[src/rtl/imm_gen_pkg.sv]
// ---------------------------------------------------------------------------
// imm_gen_pkg
// Shared types and constants for the decode-stage immediate generator.
//
// Contents:
//   imm_fmt_e    - 3-bit immediate format tag reported with each result
//   OPC_*        - RV base opcodes (instr[6:0]) the generator understands
//   XLEN_MAX     - widest datapath the generator supports
//   imm_entry_t  - one buffered entry laid out at the widest XLEN
//   isKnownOpcode- true for any opcode of the base ISA at the given XLEN
//
// Optional feature macro used by the users of this package:
//   IMM_GEN_ILLEGAL_EN - adds illegal-instruction flagging to the pipeline
// ---------------------------------------------------------------------------
package imm_gen_pkg;

    typedef enum logic [2:0] {
        FMT_NONE = 3'd0,
        FMT_I    = 3'd1,
        FMT_S    = 3'd2,
        FMT_B    = 3'd3,
        FMT_U    = 3'd4,
        FMT_J    = 3'd5
    } imm_fmt_e;

    localparam logic [6:0] OPC_LOAD      = 7'b0000011;
    localparam logic [6:0] OPC_OP_IMM    = 7'b0010011;
    localparam logic [6:0] OPC_JALR      = 7'b1100111;
    localparam logic [6:0] OPC_STORE     = 7'b0100011;
    localparam logic [6:0] OPC_BRANCH    = 7'b1100011;
    localparam logic [6:0] OPC_LUI       = 7'b0110111;
    localparam logic [6:0] OPC_AUIPC     = 7'b0010111;
    localparam logic [6:0] OPC_JAL       = 7'b1101111;
    localparam logic [6:0] OPC_OP_IMM_32 = 7'b0011011;
    localparam logic [6:0] OPC_OP        = 7'b0110011;
    localparam logic [6:0] OPC_OP_32     = 7'b0111011;
    localparam logic [6:0] OPC_FENCE     = 7'b0001111;
    localparam logic [6:0] OPC_SYSTEM    = 7'b1110011;

    localparam int XLEN_MAX = 64;

    // Widest-case view of one buffered entry. The pipeline keeps the same
    // fields, but sized to its own XLEN so no dead upper bits are stored.
    typedef struct packed {
        logic [XLEN_MAX-1:0] imm;
        imm_fmt_e            fmt;
        logic [XLEN_MAX-1:0] pc;
        logic [31:0]         instr;
        logic                illegal;
    } imm_entry_t;

    // The *_32 word opcodes only exist on RV64, so the caller says which
    // base it is decoding for.
    function automatic logic isKnownOpcode(input logic [6:0] opc, input logic rv64);
        logic known;
        case (opc)
            OPC_LOAD, OPC_OP_IMM, OPC_JALR, OPC_STORE, OPC_BRANCH,
            OPC_LUI, OPC_AUIPC, OPC_JAL, OPC_OP, OPC_FENCE, OPC_SYSTEM:
                known = 1'b1;
            OPC_OP_IMM_32, OPC_OP_32:
                known = rv64;
            default:
                known = 1'b0;
        endcase
        return known;
    endfunction

endpackage

[src/rtl/imm_decode.sv]
// ---------------------------------------------------------------------------
// imm_decode
// Purely combinational immediate decoder. Maps a 32-bit instruction word to
// its sign-extended immediate and the detected format.
//
// Parameters:
//   XLEN        - output immediate width, 32 or 64
// Ports:
//   i_instr     - instruction word
//   o_imm       - immediate sign-extended from instr[31] to XLEN
//   o_fmt       - detected format (FMT_NONE for opcodes without immediate)
//   o_illegal   - only with IMM_GEN_ILLEGAL_EN: unknown opcode or
//                 instr[1:0] != 2'b11
// ---------------------------------------------------------------------------
module imm_decode
    import imm_gen_pkg::*;
#(
    parameter int XLEN = 32
) (
    input  logic [31:0]     i_instr,
    output logic [XLEN-1:0] o_imm,
    output imm_fmt_e        o_fmt
`ifdef IMM_GEN_ILLEGAL_EN
    ,
    output logic            o_illegal
`endif
);

    logic [6:0]         w_opcode;
    logic signed [31:0] w_imm32;
    imm_fmt_e           w_fmt;

    assign w_opcode = i_instr[6:0];

    // Build every immediate as a signed 32-bit value first; widening to XLEN
    // is a single signed cast afterwards, so each format only has to get its
    // bit scramble right once. Shift-amount immediates are deliberately not
    // special-cased: the consumer masks shamt itself.
    always_comb begin
        w_imm32 = '0;
        w_fmt   = FMT_NONE;
        case (w_opcode)
            OPC_LOAD, OPC_OP_IMM, OPC_JALR: begin
                w_fmt   = FMT_I;
                w_imm32 = {{20{i_instr[31]}}, i_instr[31:20]};
            end
            OPC_STORE: begin
                w_fmt   = FMT_S;
                w_imm32 = {{20{i_instr[31]}}, i_instr[31:25], i_instr[11:7]};
            end
            OPC_BRANCH: begin
                w_fmt   = FMT_B;
                w_imm32 = {{19{i_instr[31]}}, i_instr[31], i_instr[7],
                           i_instr[30:25], i_instr[11:8], 1'b0};
            end
            OPC_LUI, OPC_AUIPC: begin
                w_fmt   = FMT_U;
                w_imm32 = {i_instr[31:12], 12'b0};
            end
            OPC_JAL: begin
                w_fmt   = FMT_J;
                w_imm32 = {{11{i_instr[31]}}, i_instr[31], i_instr[19:12],
                           i_instr[20], i_instr[30:21], 1'b0};
            end
            OPC_OP_IMM_32: begin
                // ADDIW and friends only exist on RV64; on RV32 this opcode
                // falls through as an opcode without an immediate.
                if (XLEN == 64) begin
                    w_fmt   = FMT_I;
                    w_imm32 = {{20{i_instr[31]}}, i_instr[31:20]};
                end
            end
            default: begin
                w_fmt   = FMT_NONE;
                w_imm32 = '0;
            end
        endcase
    end

    assign o_imm = XLEN'(w_imm32);
    assign o_fmt = w_fmt;

`ifdef IMM_GEN_ILLEGAL_EN
    // Every opcode that produces a format is a known opcode with
    // instr[1:0] == 2'b11, so illegal words already come out as imm 0 and
    // FMT_NONE from the decode above without extra gating.
    assign o_illegal = (i_instr[1:0] != 2'b11) || !isKnownOpcode(w_opcode, XLEN == 64);
`endif

endmodule

[src/rtl/imm_gen_pipe.sv]
// ---------------------------------------------------------------------------
// imm_gen_pipe
// Registered immediate generator for the decode stage. Each accepted
// instruction is decoded (imm_decode) and lands in a 2-entry skid-buffered
// output stage: a main register that drives the outputs and a skid register
// that absorbs one extra entry while the consumer stalls. in_ready is a
// register, so out_ready never reaches in_ready combinationally.
//
// Parameters:
//   XLEN        - datapath width, 32 or 64
// Ports:
//   clk         - clock, rising edge
//   rst_n       - asynchronous active-low reset
//   flush       - synchronous flush, drops both held entries
//   in_valid    - instruction offered
//   in_ready    - registered, block can accept
//   in_instr    - instruction word
//   in_pc       - PC of the instruction, passed through
//   out_valid   - result valid
//   out_ready   - consumer accepts
//   out_imm     - decoded immediate
//   out_fmt     - detected format (imm_fmt_e)
//   out_pc      - pass-through PC
//   out_instr   - pass-through instruction word
//   out_illegal - only with IMM_GEN_ILLEGAL_EN: illegal-instruction flag
//
// Optional feature macro: IMM_GEN_ILLEGAL_EN
// ---------------------------------------------------------------------------
module imm_gen_pipe
    import imm_gen_pkg::*;
#(
    parameter int XLEN = 32
) (
    input  logic            clk,
    input  logic            rst_n,
    input  logic            flush,
    input  logic            in_valid,
    output logic            in_ready,
    input  logic [31:0]     in_instr,
    input  logic [XLEN-1:0] in_pc,
    output logic            out_valid,
    input  logic            out_ready,
    output logic [XLEN-1:0] out_imm,
    output imm_fmt_e        out_fmt,
    output logic [XLEN-1:0] out_pc,
    output logic [31:0]     out_instr
`ifdef IMM_GEN_ILLEGAL_EN
    ,
    output logic            out_illegal
`endif
);

    // Decoder results for the instruction currently offered
    logic [XLEN-1:0] w_decImm;
    imm_fmt_e        w_decFmt;
`ifdef IMM_GEN_ILLEGAL_EN
    logic            w_decIllegal;
`endif

    // Occupancy and the registered ready
    logic r_mainValid;
    logic r_skidValid;
    logic r_inReady;

    // Main entry (drives the outputs)
    logic [XLEN-1:0] r_mainImm;
    imm_fmt_e        r_mainFmt;
    logic [XLEN-1:0] r_mainPc;
    logic [31:0]     r_mainInstr;
`ifdef IMM_GEN_ILLEGAL_EN
    logic            r_mainIllegal;
`endif

    // Skid entry (holds one entry accepted while main was stalled)
    logic [XLEN-1:0] r_skidImm;
    imm_fmt_e        r_skidFmt;
    logic [XLEN-1:0] r_skidPc;
    logic [31:0]     r_skidInstr;
`ifdef IMM_GEN_ILLEGAL_EN
    logic            r_skidIllegal;
`endif

    // Handshake events and next-state controls
    logic w_accept;
    logic w_consume;
    logic w_loadMain;
    logic w_loadSkid;
    logic w_skidToMain;
    logic w_mainValidNext;
    logic w_skidValidNext;

    imm_decode #(
        .XLEN (XLEN)
    ) u_decode (
        .i_instr   (in_instr),
        .o_imm     (w_decImm),
        .o_fmt     (w_decFmt)
`ifdef IMM_GEN_ILLEGAL_EN
        ,
        .o_illegal (w_decIllegal)
`endif
    );

    assign w_accept  = in_valid && r_inReady;
    assign w_consume = r_mainValid && out_ready;

    // Decide where data moves this cycle. Flush wins over everything, which
    // also guarantees an input offered in the flush cycle is dropped. While
    // the skid is occupied r_inReady is low, so no new entry can arrive and
    // the only possible move is skid -> main once the consumer takes main.
    always_comb begin
        w_loadMain      = 1'b0;
        w_loadSkid      = 1'b0;
        w_skidToMain    = 1'b0;
        w_mainValidNext = r_mainValid;
        w_skidValidNext = r_skidValid;
        if (flush) begin
            w_mainValidNext = 1'b0;
            w_skidValidNext = 1'b0;
        end else if (r_skidValid) begin
            if (w_consume) begin
                w_skidToMain    = 1'b1;
                w_mainValidNext = 1'b1;
                w_skidValidNext = 1'b0;
            end
        end else if (w_accept) begin
            if (!r_mainValid || w_consume) begin
                w_loadMain      = 1'b1;
                w_mainValidNext = 1'b1;
            end else begin
                w_loadSkid      = 1'b1;
                w_skidValidNext = 1'b1;
            end
        end else if (w_consume) begin
            w_mainValidNext = 1'b0;
        end
    end

    // Occupancy flags. in_ready is derived from the next skid state so it is
    // already correct in the cycle after the skid fills or drains.
    always_ff @(posedge clk or negedge rst_n) begin
        if (!rst_n) begin
            r_mainValid <= 1'b0;
            r_skidValid <= 1'b0;
            r_inReady   <= 1'b1;
        end else begin
            r_mainValid <= w_mainValidNext;
            r_skidValid <= w_skidValidNext;
            r_inReady   <= !w_skidValidNext;
        end
    end

    // Main data only changes when something is loaded into it, which keeps
    // the outputs stable for as long as the consumer stalls.
    always_ff @(posedge clk or negedge rst_n) begin
        if (!rst_n) begin
            r_mainImm     <= '0;
            r_mainFmt     <= FMT_NONE;
            r_mainPc      <= '0;
            r_mainInstr   <= '0;
`ifdef IMM_GEN_ILLEGAL_EN
            r_mainIllegal <= 1'b0;
`endif
        end else if (w_loadMain) begin
            r_mainImm     <= w_decImm;
            r_mainFmt     <= w_decFmt;
            r_mainPc      <= in_pc;
            r_mainInstr   <= in_instr;
`ifdef IMM_GEN_ILLEGAL_EN
            r_mainIllegal <= w_decIllegal;
`endif
        end else if (w_skidToMain) begin
            r_mainImm     <= r_skidImm;
            r_mainFmt     <= r_skidFmt;
            r_mainPc      <= r_skidPc;
            r_mainInstr   <= r_skidInstr;
`ifdef IMM_GEN_ILLEGAL_EN
            r_mainIllegal <= r_skidIllegal;
`endif
        end
    end

    // Skid data is captured straight from the decoder when main is stalled.
    always_ff @(posedge clk or negedge rst_n) begin
        if (!rst_n) begin
            r_skidImm     <= '0;
            r_skidFmt     <= FMT_NONE;
            r_skidPc      <= '0;
            r_skidInstr   <= '0;
`ifdef IMM_GEN_ILLEGAL_EN
            r_skidIllegal <= 1'b0;
`endif
        end else if (w_loadSkid) begin
            r_skidImm     <= w_decImm;
            r_skidFmt     <= w_decFmt;
            r_skidPc      <= in_pc;
            r_skidInstr   <= in_instr;
`ifdef IMM_GEN_ILLEGAL_EN
            r_skidIllegal <= w_decIllegal;
`endif
        end
    end

    assign in_ready    = r_inReady;
    assign out_valid   = r_mainValid;
    assign out_imm     = r_mainImm;
    assign out_fmt     = r_mainFmt;
    assign out_pc      = r_mainPc;
    assign out_instr   = r_mainInstr;
`ifdef IMM_GEN_ILLEGAL_EN
    assign out_illegal = r_mainIllegal;
`endif

endmodule

[config.mk]
export PLATFORM = sky130hd
export DESIGN_NAME = imm_gen_pipe
export DESIGN_NICKNAME = d
export VERILOG_FILES = /design/src/rtl/imm_gen_pkg.sv /design/src/rtl/imm_decode.sv /design/src/rtl/imm_gen_pipe.sv
export SDC_FILE = /design/constraint.sdc
export NUM_CORES = 1
export LEC_CHECK = 0
export BUFFER_PORTS_ARGS = -buffer_cell sky130_fd_sc_hd__buf_2
export CAP_MARGIN = 25
export CORE_ASPECT_RATIO = 2
export CORE_MARGIN = 10
export CORE_UTILIZATION = 50
export CTS_BUF_LIST = sky130_fd_sc_hd__clkbuf_4 sky130_fd_sc_hd__clkbuf_8 sky130_fd_sc_hd__clkbuf_16
export DETAILED_ROUTE_END_ITERATION = 6
export PLACE_DENSITY = 0.73
export SETUP_SLACK_MARGIN = 0.3
export SYNTH_ARGS = -nofsm -noshare
export SYNTH_HDL_FRONTEND = slang
export SYNTH_SLANG_ARGS = --single-unit
[constraint.sdc]
create_clock -name clk -period 4.21 [get_ports clk]
set_input_delay 0 -clock clk [delete_from_list [all_inputs] [get_ports clk]]
set_output_delay 0 -clock clk [all_outputs]
set_load 0.02 [all_outputs]
==> results of run 1 <==
==> sequential cells by signal, indices dropped and copies added, names as in the netlist <==
signal,cells
in_ready,1
out_fmt,3
out_imm,32
out_instr,32
out_pc,32
out_valid,1
r_skidFmt,3
r_skidImm,32
r_skidInstr,32
r_skidPc,32
r_skidValid,1
==> worst max-delay path: stages, from the launching register on <==
cell      delay (ns)
dfstp_2         0.54
and4bb_1        0.37
nand3_4         0.51
buf_4           0.55
a221o_1         0.42
==> path summary, 6_finish.rpt <==
check,endpoint,slack [ns]
worst max-delay path,r_skidImm[13]$_DFFE_PN0P_,1.68
worst min-delay path,out_pc[2]$_DFFE_PN0P_,0.08
worst max register to register,r_skidImm[13]$_DFFE_PN0P_,1.68
worst min register to register,r_skidInstr[30]$_DFFE_PN0P_,0.48
max in group asynchronous,r_skidInstr[18]$_DFFE_PN0P_,2.98
min in group clk,r_skidPc[26]$_DFFE_PN0P_,0.25
==> synthesized netlist by cell type (2+ instances only) <==
cell      instances  area (um2)
nor2b_1           3        18.8
mux2i_1           6        60.1
o211ai_1          2        15.0
inv_1            12        45.0
o21ai_0          27         135
a22o_1            8        70.1
nand3b_1          2        15.0
clkbuf_1         17        63.8
a21oi_2           2        17.5
o221ai_1          6        52.6
a22oi_1          17         128
nor2_1           64         240
buf_2            47         235
and3_1           14        87.6
nand3_1          62         310
nand2_1         355        1330
buf_4             2        15.0
o21ai_1           5        25.0
a31oi_1          55         344
a221oi_1          4        35.0
a21oi_1          13        65.1
dfrtp_1         200        5000
buf_1             4        15.0
a32oi_1           5        43.8
buf_6             3        33.8
nand2b_1          2        12.5
and2_1            5        31.3
a21o_1            3        22.5
a221o_1           8        80.1
==> cells in the final DEF, fill, tap and decap left out, types with 3 or more instances in the layout <==
cell type,Yosys,layout
a32oi_1,5,5
o221ai_1,6,6
a221oi_1,4,4
buf_2,47,168
mux2i_1,6,6
o21ai_0,27,27
a221o_1,8,8
clkinv_2,0,3
buf_4,2,9
clkbuf_8,0,5
clkbuf_4,0,4
a22o_1,8,8
a31oi_1,55,55
nor2b_1,3,3
and3_1,14,14
clkbuf_16,0,18
a21o_1,3,3
inv_1,12,12
o21ai_1,5,5
nand3_1,62,62
nor2_1,64,64
a21oi_1,13,13
dlygate4sd3_1,0,68
a22oi_1,17,17
dfrtp_1,200,200
nand2_1,355,354
and2_1,5,5
==> area by class of cell <==
cell class,count,area (um2),share of cell area (%)
clock buffer,26,536,4.91
clock inverter,6,70.1,0.642
inverter,12,45.0,0.413
multi-input combinational,682,3320,30.4
sequential,201,5030,46.1
tap,210,263,2.41
timing repair buffer,248,1650,15.1
==> kinds of logic (layout without fill, tap and decap cells) <==
group	count (synthesis)	after routing	synth area share [%]
muxes	6	6	0.687
buffers and inverters	85	292	4.67
DFF	201	201	57.6
AOI/OAI and AO/OA	158	158	12.2
and+or+nand+nor	518	518	24.8
==> layer usage <==
metal / GRT usage [%] / part of all wire [%] / vias up / wire (um)
met4: 8.56 / 3.8 / 0 / 964
met2: 38.1 / 53 / 227 / 13500
li1: - / - / 3635 / -
met5: 0 / 0 / - / 0
met3: 3.56 / 4.9 / 47 / 1230
met1: 23.7 / 38 / 3732 / 9690
==> power by group through the flow <==
stage | Clock [W] | Combinational, W | Sequential (W)
final | 0.00168 | 0.000953 | 0.00245
after global routing | 0.00178 | 0.00107 | 0.00249
after CTS | 0.00171 | 0.000964 | 0.00245
after detailed placement | 0 | 0.000910 | 0.00248
after global placement | 0 | 0.000889 | 0.00247
after floorplan | 0 | 0.000370 | 0.00263
==> through the flow <==
stage | std cells | power, W | util [%]
after detailed placement | 1284 | 0.00339 | 55.8
after CTS | 1384 | 0.00512 | 63.3
after global placement | 1284 | 0.00336 | 55.8
after floorplan | 968 | 0.00300 | -
final | 1385 | 0.00509 | 63.5
after global routing | 1385 | 0.00533 | 63.5
==> flow_metrics.tcl, run 1 <==
set metrics [dict create \
    status "completed" \
    fill_cells 1470 \
    synth_nets 1037 \
    critPathKind "reg2reg" \
    htreeDepth 1 \
    slew_headroom_pct 31.6 \
    rr_startpoint "in_ready$_DFF_PN1_" \
    dp_slack_ns 1.68 \
    nNetsFinal 1232 \
    synthDistinctLibCells 44 \
    synth_warnings 0 \
    vias 7641 \
    core_region_area_um2 17200 \
    fin_crit_ns 2.53 \
    clock_tree.root_cell "clkbuf_16" \
    antenna_found_initial 0 \
    syn_area_um2 8740 \
    placed_area_um2 9600 \
    finalSetupViolCount 0 \
    maxCapViolCount 0 \
    clock_skew_ns 0.0189 \
    numClockSinks 201 \
    numPortBuffers 169 \
    power.density_nw_per_um2 466 \
    period_share_pct 60.0 \
    crit_path_end_kind "flop" \
    clock_path_buffers 3 \
    cts-resized-gates 0 \
    worst_r2r_path_depth 4 \
    leakage_nw 5.59 \
    setup_ws_ns 1.68 \
    avgSynthCellArea_um2 9.03 \
    cp.arrival_ns 2.90 \
    drc_errors 0 \
    grtUsageTotal_pct 21.0 \
    comb_power_share_pct 18.7 \
    drtPass1Iterations 5 \
    num_antenna_cells 0 \
    path_clk_slew_ns 0.07 \
    dp.final_hpwl_mm 16.5 \
    drt_wl_total_mm 25.3 \
    hold_path.class "in2async" \
    numCtsBuffers 18 \
    die-area_um2 23500 \
    crit_start "in_ready$_DFF_PN1_" \
    grt_overflow_total 0 \
    intPower_w 0.00358 \
    clkPwrFrac_pct 33.1 \
    fp-row-count 68 \
    ys_async_sr_fraction_pct 100 \
    synth_seq_area_share_pct 57.6 \
    ys.flop_type "dfrtp_1" \
    worst_pin_slew_ns 1.03 \
    cp_max_fo 65 \
    rsz0062_at_grt "no" \
    die_w_um 113 \
    p_sw_share_pct 29.7 \
    ant_nets 0 \
    required_ns 4.58 \
    finalSetupTns_ns 0 \
    grt_max_degree 130 \
    ir_drop_mv 0.370 \
    synthCells 968 \
    vias_per_cell 5.52 \
    first_iter_violations 445 \
    final_max_slew_viol_count 0 \
    gp_congestion 0.831 \
    synth-edff-count 0 \
    seq_power_share_pct 48.1 \
    area_delta_synth_final_pct 24.9 \
    final_cell_area_um2 10900 \
    die_h_um 207 \
    whs_ns 0.0826 \
    clkLatencyLatePin_ns 0.49 \
    post-cts-setup-buffers 0 \
    grt_pass1_wl_mm 40.9 \
    synth-seq-cells 201 \
    drive_gt1_share_pct 18.9 \
    fmax_mhz 396 \
    p_switching_w 0.00151 \
    start_kind "flop" \
    start_util_pct 50.8 \
    grt_pass1_vias 7801 \
    cts-hold-fix-buffers 68 \
    wire_per_inst_um 18.3 \
    io_pins 170 \
    cts_tree "built" \
    hold_viol 0 \
]
(Power assumes the default switching activity.)
==> run 2: changes to the inputs <==
==> constraint.sdc (replaced) <==
create_clock -name clk -period 2.4 [get_ports clk]
set_input_delay 0 -clock clk [delete_from_list [all_inputs] [get_ports clk]]
set_output_delay 0 -clock clk [all_outputs]
set_load 0.02 [all_outputs]
==> run 2 against run 1 <==
Critical path depth is the same. Register-to-register slack lost 1.2 ns. Non-clock buffer count grew 5. Worst setup slack lost 1.2 ns. Maximum frequency grew 30%. First-iteration DRC count grew 1.3%. Clock power grew 77%. Highest routed layer unchanged.
==> flow_metrics.tcl, run 2 (synthesized netlist as in run 1, its figures left out) <==
set metrics [dict create \
    worstPathCellList "and4bb_1, and2_1, nand3_2, o21ai_1" \
    clkLatencyLatePin_ns 0.48 \
    required_ns 2.80 \
    routed-wl-met3_mm 1.25 \
    layout_common_cells "354 x nand2_1, 200 x dfrtp_1, 168 x buf_2" \
    area_delta_synth_final_pct 26.1 \
    fmax_mhz 514 \
    grt_pass1_vias 7767 \
    crit_family "simple AND/OR/NAND/NOR gates" \
    grt_max_degree 89 \
    nNetsFinal 1238 \
    clock_tree.root_cell "clkbuf_16" \
    dr_wl_met2_mm 13.4 \
    start_kind "flop" \
    power.density_nw_per_um2 813 \
    period_share_pct 81.0 \
    wl_met1_mm 9.77 \
    gp_congestion 0.784 \
    htreeDepth 1 \
    leakage_nw 5.64 \
    cp.arrival_ns 2.34 \
    start_util_pct 50.8 \
    core_region_area_um2 17200 \
    status "completed" \
    grt_overflow_total 0 \
    finalNonFillerCells 1391 \
    grt_pass1_wl_mm 40.5 \
    dp_cells 1290 \
    num_antenna_cells 0 \
    finalSetupTns_ns 0 \
    drt_wl_total_mm 25.5 \
    final_max_slew_viol_count 0 \
    drtPass1Iterations 5 \
    ant_nets 0 \
    drive_gt1_share_pct 19.5 \
    path_buf_inv 0 \
    fp-row-count 68 \
    path_clk_slew_ns 0.06 \
    ir_drop_mv 0.559 \
    crit_path_end_kind "flop" \
    rsz0062_at_grt "no" \
    wire_per_inst_um 18.3 \
    power_w 0.00895 \
    clock_skew_ns 0.0114 \
    numClockSinks 201 \
    die_h_um 207 \
    slew_headroom_pct 38.2 \
    antenna_found_initial 0 \
    cts_tree "built" \
    whs_ns 0.0990 \
    first_iter_violations 451 \
    fin_crit_ns 1.95 \
    cpPeakStageDelay_ns 0.53 \
    critPathKind "reg2reg" \
    numPortBuffers 169 \
    die-area_um2 23500 \
    hold_path.class "in2async" \
    io_pins 170 \
    vias_per_cell 5.48 \
    die_w_um 113 \
    final_common_cell "nand2_1" \
    numCtsBuffers 19 \
    maxCapViolCount 0 \
    slowest_stage "dfstp_2" \
    cp_max_fo 11 \
    setup_ws_ns 0.455 \
    clock_path_buffers 3 \
    drc_errors 0 \
    finalSetupViolCount 0 \
    route.top_layer_used "met4" \
    hold_viol 0 \
    dp.final_hpwl_mm 16.9 \
    vias 7626 \
    grtUsageTotal_pct 21.0 \
    dp_slack_ns 0.323 \
    worst_pin_slew_ns 0.927 \
]
-- run 2: final timing paths --
| path | start | to | slack [ns] | cells after the start |
|---|---|---|---|---|
| max | in_ready$_DFF_PN1_ | out_imm[25]$_DFFE_PN0P_ | 0.45 | 4 |
| min reg2reg | out_fmt[1]$_DFFE_PN0P_ | out_fmt[1]$_DFFE_PN0P_ | 0.47 | 2 |
| min in group clk | in_valid | r_skidImm[20]$_DFFE_PN0P_ | 0.10 | 5 |
| min | rst_n | out_pc[2]$_DFFE_PN0P_ | 0.1 | 2 |
| max in group asynchronous | rst_n | in_ready$_DFF_PN1_ | 1.50 | 3 |
| max reg2reg | in_ready$_DFF_PN1_ | out_imm[25]$_DFFE_PN0P_ | 0.45 | 4 |
-- run 2: per-stage QoR --
stage	cell area, um2	util [%]
final	11000	64.1
after global routing	11000	64.1
after CTS	11000	64.1
after detailed placement	9720	56.5
after global placement	9720	56.5
after floorplan	8740	-
-- run 2: layout make-up --
cell class | instances | area, um2
clock buffers | 24 | 538
clock inverters | 9 | 72.6
fillers | 1416 | 6170
inverters | 12 | 45.0
multi-input cells | 682 | 3330
flip-flops and latches | 201 | 5030
well taps | 210 | 263
repair buffers | 253 | 1740
-- run 2: worst reg2reg max path: stages, from the launching register on --
cell	delay, ns
dfstp_2	0.53
and4bb_1	0.37
and2_1	0.47
nand3_2	0.33
o21ai_1	0.18
-- run 2: report_power, final --
group          internal, W  switching, W
clock network      0.00170       0.00128
registers          0.00397      0.000314
logic             0.000635       0.00106
-- run 2: per-layer routing --
metal  up-vias  track usage, %
met5         -               0
met4         0            9.88
met3        58            3.41
met2       247            37.7
met1      3671            23.6
li1       3650               -
-- run 2: timing repair --
item	4_1_cts	5_1_grt
resized for setup	0	2
hold buffers	68	0
buffers inserted	0	0
hold endpoints to repair	294	0
setup endpoints to repair	0	19
